$ cat config.mk
export PLATFORM = sky130hd
export DESIGN_NAME = qsn_inverse_controller_85b
export DESIGN_NICKNAME = d
export VERILOG_FILES = /design/src/rtl/qsn_pkg.sv /design/src/rtl/shift_factor_fifo.sv /design/src/rtl/qsn_inverse_controller_85b.sv
export SDC_FILE = /design/constraint.sdc
export NUM_CORES = 1
export LEC_CHECK = 0
export ABC_AREA = 1
export CAP_MARGIN = 25
export CORE_MARGIN = 1
export CORE_UTILIZATION = 54
export CTS_CLUSTER_SIZE = 28
export DETAILED_ROUTE_END_ITERATION = 10
export PLACE_DENSITY_LB_ADDON = 0.2
export RECOVER_POWER = 100
export SYNTH_ARGS = -nofsm -noshare
export SYNTH_HDL_FRONTEND = slang
export SYNTH_SLANG_ARGS = --single-unit
$ cat constraint.sdc
create_clock -name sys_clk -period 4.1 [get_ports sys_clk]
set_input_delay 0.615 -clock sys_clk [delete_from_list [all_inputs] [get_ports sys_clk]]
set_output_delay 0.615 -clock sys_clk [all_outputs]
set_load 0.1 [all_outputs]
$ cat src/rtl/qsn_pkg.sv
// Shared QSN constants, select bundle type and the inverse-shift / merge-mask helpers.
package qsn_pkg;

  localparam int unsigned QSN_Z       = 85;
  localparam int unsigned QSN_SHIFT_W = 7;
  localparam int unsigned QSN_MERGE_W = 84;

  typedef struct packed {
    logic [QSN_SHIFT_W-1:0] left_sel;
    logic [QSN_SHIFT_W-1:0] right_sel;
    logic [QSN_MERGE_W-1:0] merge_sel;
  } qsn_sel_t;

  // Inverse rotation amount; zero and out-of-range factors map to identity.
  function automatic logic [QSN_SHIFT_W-1:0] qsn_inv_shift(input logic [QSN_SHIFT_W-1:0] s);
    logic [QSN_SHIFT_W:0] k;
    if (s == '0 || 32'(s) >= QSN_Z) begin
      k = '0;
    end else begin
      k = (QSN_SHIFT_W+1)'(QSN_Z) - {1'b0, s};
    end
    return k[QSN_SHIFT_W-1:0];
  endfunction

  // Merge mask: low (Z-k) lanes set; k=0 selects every lane.
  function automatic logic [QSN_MERGE_W-1:0] qsn_merge_mask(input logic [QSN_SHIFT_W-1:0] k);
    logic [QSN_MERGE_W-1:0] m;
    int unsigned n;
    m = '1;
    if (k != '0) begin
      n = QSN_Z - 32'(k);
      for (int unsigned i = 0; i < QSN_MERGE_W; i++) begin
        m[i] = (i < n);
      end
    end
    return m;
  endfunction

endpackage

$ cat src/rtl/shift_factor_fifo.sv
// Synchronous FIFO holding forward shift factors until their blocks return.
module shift_factor_fifo #(
  parameter int unsigned WIDTH = 7,
  parameter int unsigned DEPTH = 8,
  localparam int unsigned AW = $clog2(DEPTH),
  localparam int unsigned LW = $clog2(DEPTH + 1)
) (
  input  logic             sys_clk,
  input  logic             rstn,
  input  logic             push,
  input  logic [WIDTH-1:0] push_data,
  input  logic             pop,
  output logic [WIDTH-1:0] pop_data,
  output logic             full,
  output logic             empty,
  output logic [LW-1:0]    level
);

  logic [WIDTH-1:0] mem [DEPTH];
  logic [AW-1:0]    wr_ptr;
  logic [AW-1:0]    rd_ptr;
  logic             push_ok;
  logic             pop_ok;

  assign full     = (level == LW'(DEPTH));
  assign empty    = (level == '0);
  assign push_ok  = push & ~full;
  assign pop_ok   = pop & ~empty;
  assign pop_data = mem[rd_ptr];

  // Storage write; contents need no reset since level gates every read.
  always_ff @(posedge sys_clk) begin
    if (push_ok) mem[wr_ptr] <= push_data;
  end

  // Pointers wrap naturally at the power-of-two depth; level tracks occupancy.
  always_ff @(posedge sys_clk or negedge rstn) begin
    if (!rstn) begin
      wr_ptr <= '0;
      rd_ptr <= '0;
      level  <= '0;
    end else begin
      if (push_ok) wr_ptr <= wr_ptr + AW'(1);
      if (pop_ok)  rd_ptr <= rd_ptr + AW'(1);
      case ({push_ok, pop_ok})
        2'b10:   level <= level + LW'(1);
        2'b01:   level <= level - LW'(1);
        default: level <= level;
      endcase
    end
  end

endmodule

$ cat src/rtl/qsn_inverse_controller_85b.sv
// Return-path QSN controller: pops forward factors and registers inverse-rotation selects.
module qsn_inverse_controller_85b
  import qsn_pkg::*;
#(
  parameter int unsigned PERMUTATION_LENGTH = QSN_Z,
  parameter int unsigned SHIFT_W            = QSN_SHIFT_W,
  parameter int unsigned FIFO_DEPTH         = 8
) (
  input  logic                              sys_clk,
  input  logic                              rstn,
  input  logic                              fwd_valid,
  input  logic [SHIFT_W-1:0]                fwd_shift,
  output logic                              fwd_ready,
  input  logic                              ret_valid,
  output logic                              ret_ready,
  output logic [SHIFT_W-1:0]                left_sel,
  output logic [SHIFT_W-1:0]                right_sel,
  output logic [PERMUTATION_LENGTH-2:0]     merge_sel,
  output logic                              sel_valid,
  output logic [$clog2(FIFO_DEPTH+1)-1:0]   level,
  output logic                              err_range
);

  logic               push;
  logic               pop;
  logic               full;
  logic               empty;
  logic [SHIFT_W-1:0] head;
  logic [SHIFT_W-1:0] inv_k;
  qsn_sel_t           sel_next;

  assign fwd_ready = ~full;
  assign ret_ready = ~empty;
  assign push      = fwd_valid & fwd_ready;
  assign pop       = ret_valid & ret_ready;

  shift_factor_fifo #(
    .WIDTH (SHIFT_W),
    .DEPTH (FIFO_DEPTH)
  ) u_fifo (
    .sys_clk   (sys_clk),
    .rstn      (rstn),
    .push      (push),
    .push_data (fwd_shift),
    .pop       (pop),
    .pop_data  (head),
    .full      (full),
    .empty     (empty),
    .level     (level)
  );

  // Inverse selects for the factor at the FIFO head.
  always_comb begin
    inv_k              = qsn_inv_shift(head);
    sel_next.left_sel  = inv_k;
    sel_next.right_sel = (inv_k == '0) ? '0 : SHIFT_W'(PERMUTATION_LENGTH) - inv_k;
    sel_next.merge_sel = qsn_merge_mask(inv_k);
  end

  // Output registers: selects update only on a pop; range error is sticky.
  always_ff @(posedge sys_clk or negedge rstn) begin
    if (!rstn) begin
      left_sel  <= '0;
      right_sel <= '0;
      merge_sel <= '0;
      sel_valid <= 1'b0;
      err_range <= 1'b0;
    end else begin
      sel_valid <= pop;
      if (pop) begin
        left_sel  <= sel_next.left_sel;
        right_sel <= sel_next.right_sel;
        merge_sel <= sel_next.merge_sel;
      end
      if (push && fwd_shift >= SHIFT_W'(PERMUTATION_LENGTH)) err_range <= 1'b1;
    end
  end

endmodule

# After elaboration in Yosys (flattened, before gate mapping)
# Memory sizes are Yosys's and may differ from the RTL's.
# Cells that the tools add are included.
totals:
  regBits: 110
  ram_bits: 56
  out_inout_bits: 106
  word_cells: 124
  mem_count: 1
memory_table:
  columns: ["memory", "depth", "width", "rd", "rd_ports_with_merged_regs", "write_ports", "line", "text"]
  rows:
  - ["u_fifo.mem", 8, 7, 1, 0, 1, "shift_factor_fifo.sv:19", "logic [WIDTH-1:0] mem [DEPTH];"]
op_classes:
  n_addsub: 7
  n_lt_le_gt_ge: 86
  eq_ne: 3
  n_mux: 6
  n_bitwise: 6
  reduce_logical: 7
ops:
  columns: ["op", "count"]
  rows:
  - ["less-than comparator 6 x 32 -> 1 bit, first input constant", 32]
  - ["less-than comparator 7 x 32 -> 1 bit, first input constant", 20]
  - ["less-than comparator 5 x 32 -> 1 bit, first input constant", 16]
  - ["less-than comparator 4 x 32 -> 1 bit, first input constant", 8]
  - ["less-than comparator 3 x 32 -> 1 bit, first input constant", 4]
  - ["two-way mux 84 bit", 1]
  - ["less-than comparator 1 x 32 -> 1 bit, first input constant", 2]
  - ["less-than comparator 2 x 32 -> 1 bit, first input constant", 2]
  - [">= comparator 7 bit, second input constant", 2]
  - ["zero test 7 bit", 2]
  - ["two-way mux 7 bit", 2]
  - ["subtractor 7 bit, first input constant", 2]
  - ["one-hot mux 4 bit (2 select lines)", 1]
  - ["subtractor 7 x 7 -> 8 bit, first input constant", 1]
  - ["nonzero test 7 bit", 1]
  - ["adder 3 x 1 -> 3 bit, second input constant", 2]
  - ["adder 4 x 1 -> 4 bit, second input constant", 1]
  - ["bitwise AND 1 bit", 4]
  - ["equality test 4 bit, second input constant", 1]
  - ["zero test 4 bit", 1]
  - ["subtractor 4 x 1 -> 4 bit, second input constant", 1]
  - ["equality test 2 x 1 -> 1 bit, second input constant", 1]
  - ["equality test 2 bit, second input constant", 1]
  - ["two-way mux 1 bit", 2]
  - ["other kinds (4)", 5]

# Logic depth before layout (Yosys ltp)
# An unclocked memory read counts as a cell.
depth:
  word_depth: 7
  mapped_depth: 29
  mapped_depth_nobuf: 27

# Hierarchy
# A second synthesis with hierarchy kept.
unflattened:
  cells_unflattened: 879
  hier_area_um2: 7693.6
by_module_without_submodules:
  columns: ["module", "instances", "cells_each", "area_each_um2", "seq_area_each_um2"]
  rows:
  - ["qsn_inverse_controller_85b", 1, 556, 4630.7, 2502.4]
  - ["shift_factor_fifo", 1, 323, 3062.9, 1931.9]

# Worst setup path before layout
# No wires, ideal clock.
synth_path:
  path_type: "reg2reg"
  startpoint: "register u_fifo.level[1]"
  endpoint: "register u_fifo.level[3]"
  arrival_ns: 4.225
  setup_slack_ns: -0.250
  path_stages_with_launch: 16
  n_path_buf: 2
  cell_sequence: "dfrtp_1 -> nor2_1 -> nand3_1 -> nand2_1 -> clkinv_1 -> clkbuf_1 -> clkbuf_1 -> ha_1 -> ha_1 -> nand2_1 -> nor2_1 -> a211oi_1 -> nor2_1 -> nor2_1 -> nand2_1 -> xor2_1"
synth_via:
  elab_chain_len: 6
synth_rtl:
  columns: ["element", "line", "text"]
  rows:
  - ["from (decl)", "shift_factor_fifo.sv:16", "output logic [LW-1:0] level"]
  - ["from (signal assigned)", "shift_factor_fifo.sv:46", "2'b10: level <= level + LW'(1);"]
  - ["from (signal assigned)", "shift_factor_fifo.sv:47", "2'b01: level <= level - LW'(1);"]
  - ["from (signal assigned)", "shift_factor_fifo.sv:48", "default: level <= level;"]
  - ["zero test 4 bit *", "shift_factor_fifo.sv:26", "assign empty = (level == '0);"]
  - ["NOT 1 bit *", "qsn_inverse_controller_85b.sv:33", "assign ret_ready = ~empty;"]
  - ["net ret_ready", "qsn_inverse_controller_85b.sv:15", "output logic ret_ready,"]
  - ["bitwise AND 1 bit *", "qsn_inverse_controller_85b.sv:35", "assign pop = ret_valid & ret_ready;"]
  - ["net pop", "qsn_inverse_controller_85b.sv:25", "logic pop;"]
  - ["bitwise AND 1 bit *", "shift_factor_fifo.sv:28", "assign pop_ok = pop & ~empty;"]
  - ["equality test 2 x 1 -> 1 bit / equality test 2 bit (equally long branches)", "shift_factor_fifo.sv:45", "case ({push_ok, pop_ok})"]
  - ["one-hot mux 4 bit (2 select lines) / nonzero test 2 bit (equally long branches)", null, null]
# Mark *: on every way through the listed nets, which the timed path passes. The rest lies on a longest branch.
# A chain may end at the register's enable or synchronous reset.

# Worst setup path after layout
layout_path:
  startpoint: "register u_fifo.rd_ptr[0]"
  endpoint: "register merge_sel[11]"
layout_via:
  elab_chain_len: 7
layout_rtl:
  columns: ["element", "line", "text"]
  rows:
  - ["from (decl)", "shift_factor_fifo.sv:21", "logic [AW-1:0] rd_ptr;"]
  - ["from (signal assigned)", "shift_factor_fifo.sv:44", "if (pop_ok) rd_ptr <= rd_ptr + AW'(1);"]
  - ["memory read (8 x 7 bit) *", null, null]
  - [">= comparator 7 bit / zero test 7 bit (equally long branches)", "qsn_pkg.sv:17", "if (s == '0 || 32'(s) >= QSN_Z) begin"]
  - ["logical OR 1 bit", "qsn_pkg.sv:17", null]
  - ["two-way mux 7 bit *", "qsn_pkg.sv:17", null]
  - ["net inv_k[1]", "qsn_inverse_controller_85b.sv:29", "logic [SHIFT_W-1:0] inv_k;"]
  - ["subtractor 7 x 7 -> 8 bit", "qsn_pkg.sv:31", "n = QSN_Z - 32'(k);"]
  - ["less-than comparator 4 x 32 -> 1 bit", "qsn_pkg.sv:33", "m[i] = (i < n);"]
  - ["two-way mux 84 bit *", "qsn_pkg.sv:30", "if (k != '0) begin"]
  - ["to (signal assigned)", "qsn_inverse_controller_85b.sv:73", "merge_sel <= sel_next.merge_sel;"]
  - ["to (decl)", "qsn_inverse_controller_85b.sv:18", "output logic [PERMUTATION_LENGTH-2:0] merge_sel,"]
# Marks and branches as above.

==> reports/metrics.cfg <==
[global_route]
grt_pass1_vias=6049
grt_overflow=0
busiest_layer=met2
grt_use_met2_pct=44.8
grt_max_degree=100
use_met1_pct=37.1
grt_util_all_layers_pct=27.9
grt_first_pass_wirelength_um=31000
use_met3_pct=6.06
antenna_found_initial=0

[timing]
clock.fmax_ghz=0.276
period_minus_slack_ns=3.62
post-route-period-util_pct=88.3
slew_headroom_pct=-102
setup-tns-final_ns=0
setup-violations-final=0
rsz0062_at_grt=false
worst_pin_slew_ns=3.02
slew_viol_final=57
finalHoldViolations=0
fin_worst_skew_ns=0.00461

[yosys]
synth_area_per_cell_sq_um=8.53
yosysTopAreaCell=dfrtp_1
synth_top_family_by_area=simple AND/OR/NAND/NOR gates
synthTopCellsByArea=dfrtp_1 (36%), edfxtp_1 (22%), nand2_1 (16%), nand3_1 (5.8%), inv_1 (4.1%)
ys_top_cells_by_count=nand2_1 (336), dfrtp_1 (110), nand3_1 (90)
syn_area_sq_mm=0.00770
synth_xor_area_share_pct=0.682
yosys_warnings=0
synth_edf_count=56
async_flop_share_pct=66.3
ys_ff_latch=166
synth_mux_area_share_pct=0
synth_top_flop_cell=dfrtp_1
yosysUniqueCellTypes=33
synth_nets=923
synth_compound_area_share_pct=4.53
synthAdderAreaFrac_pct=1.56
synthSimpleGateAreaFrac_pct=28.8
yosysTopAreaCellShare_pct=35.7
yosysMostFrequentCell=nand2_1
synth.yosys.seq_area_share_pct=57.6
synthCells=903

[worst_setup_path]
worst_setup_path_end_kind=flip-flop
cp_max_fo=17
crit_family=simple AND/OR/NAND/NOR gates
cpPeakStageDelay_ns=0.40
crit_type=reg -> reg
crit_buf_inv=6
cpMostUsedCell=nand2_1
required_ns=4.41
cpMaxStageDelayCell=dfrtp_1
critPathArrivalTime_ns=3.94
startpoint_type=flip-flop

[clock_network]
cts-root-buf=clkbuf_16
cts-resized-gates=0
cts_tree=built
hold_buffers=0
path_clk_slew_ns=0.06
clock-sinks=166
h-tree-depth=4
numCtsBuffers=17
post_cts_buffers=0
clock_path_buffers=2
clk_latency_ns=0.43

[die]
ioPinCount=117
core_region_area_sq_mm=0.0139
rows=43
start_util_pct=55.5
die-area_sq_mm=0.0147
die_x_um=121
die_y_um=121

[placement]
hpwl_um=13300
gp_congestion=0.901
io_buffers=116

[job]
cap_viol_max_count=1

[layout]
antennaDiodeCount=0
final_nets=1042
seqCellArea_sq_mm=0.00443
drive_gt1_share_pct=8.02
fillers=1141
multiInputGateArea_sq_mm=0.00275
areaGrowthSynthToFinish_pct=25.3

[drt]
wl_per_cell_um=15.9
drt_first_pass_iters=6
via_per_inst=5.38
first_iter_violations=692
wl_um=19300
vias=6533
drc=0
postRouteAntennaNets=0

[worst_hold_path]
min_path_type=reg -> reg

[run_status]
violations=capacitance limit, slew limit
status=finished, violations left

logic make-up (layout without fill, tap and decap cells):
kind of cell	after synthesis	count (layout)
AO/OA/AOI/OAI	65	65
XOR/XNOR	6	6
adder cells (fa/ha/maj)	9	9
buffers and inverters	133	265
flip-flops	166	166
AND/OR/NAND/NOR	524	524
registers in the layout (all words and copies together), names as in the netlist:
register       flops
u_fifo.rd_ptr      3
left_sel           7
u_fifo.level       4
u_fifo.mem        56
right_sel          7
err_range          1
merge_sel         84
u_fifo.wr_ptr      3
sel_valid          1
cell type report:
class                           instances  share of cell area (%)
Multi-Input combinational cell        604                    28.5
Tap cell                              180                    2.33
Sequential cell                       166                    45.9
Timing Repair Buffer                  140                    13.7
Inverter                               93                    3.62
Clock inverter                         14                    1.46
Clock buffer                           18                    4.45
final timing paths:
check / slack (ns) / cells past startpoint / endpoint / startpoint
setup / recovery: 0.48 / 26 / merge_sel[11] / u_fifo.rd_ptr[0]
hold / removal: 0.48 / 2 / merge_sel[43] / merge_sel[43]
setup reg to reg: 0.48 / 26 / merge_sel[11] / u_fifo.rd_ptr[0]
hold reg to reg: 0.48 / 2 / merge_sel[43] / merge_sel[43]
max in group asynchronous: 0.83 / 2 / merge_sel[14] / rstn
min in group asynchronous: 1.17 / 1 / merge_sel[27] / rstn
metal layers:
| layer | vias to the layer above | share of wire, % |
|---|---|---|
| met1 | 3126 | 42 |
| met2 | 249 | 49 |
| met5 | - | 0 |
| met3 | 31 | 6.7 |
| met4 | 0 | 2.3 |
| li1 | 3127 | - |
cell usage in the layout, fill, tap and decap left out, types with 3 or more instances in the layout:
cell             n
a21oi_1         31
buf_4           21
clkbuf_1         3
clkbuf_16       17
clkinv_4         4
dfrtp_1        110
dlygate4sd3_1  113
edfxtp_1        56
ha_1             8
inv_1           87
inv_2            5
inv_6            6
nand2_1        334
nand2_2          6
nand3_1         90
nand4_1         19
nor2_1          55
nor2_2           4
o211ai_1         4
o21ai_0         24
or2_2            9
xor2_1           5
stage by stage:
stage                     hold WS, ns  instance area [sq um]  instances  utilization (%)  setup slack [ns]
after floorplan                 0.319                   7710        903                -             0.152
after global placement          0.459                   9100       1183             65.5             0.503
after detailed placement        0.470                   9100       1183             65.5             0.421
after CTS                       0.262                   9670       1215             69.7             0.387
after global routing            0.499                   9650       1215             69.5           0.00829
final                           0.482                   9650       1215             69.5             0.479
tightest hold or removal path, cell delays in order (launching register included):
cell     delay [ns]
dfrtp_1        0.34
nand2_1        0.06
nand2_1        0.06
Power is not shown: default switching activity piles up to over one toggle a cycle in this logic, so the estimate is an artifact.
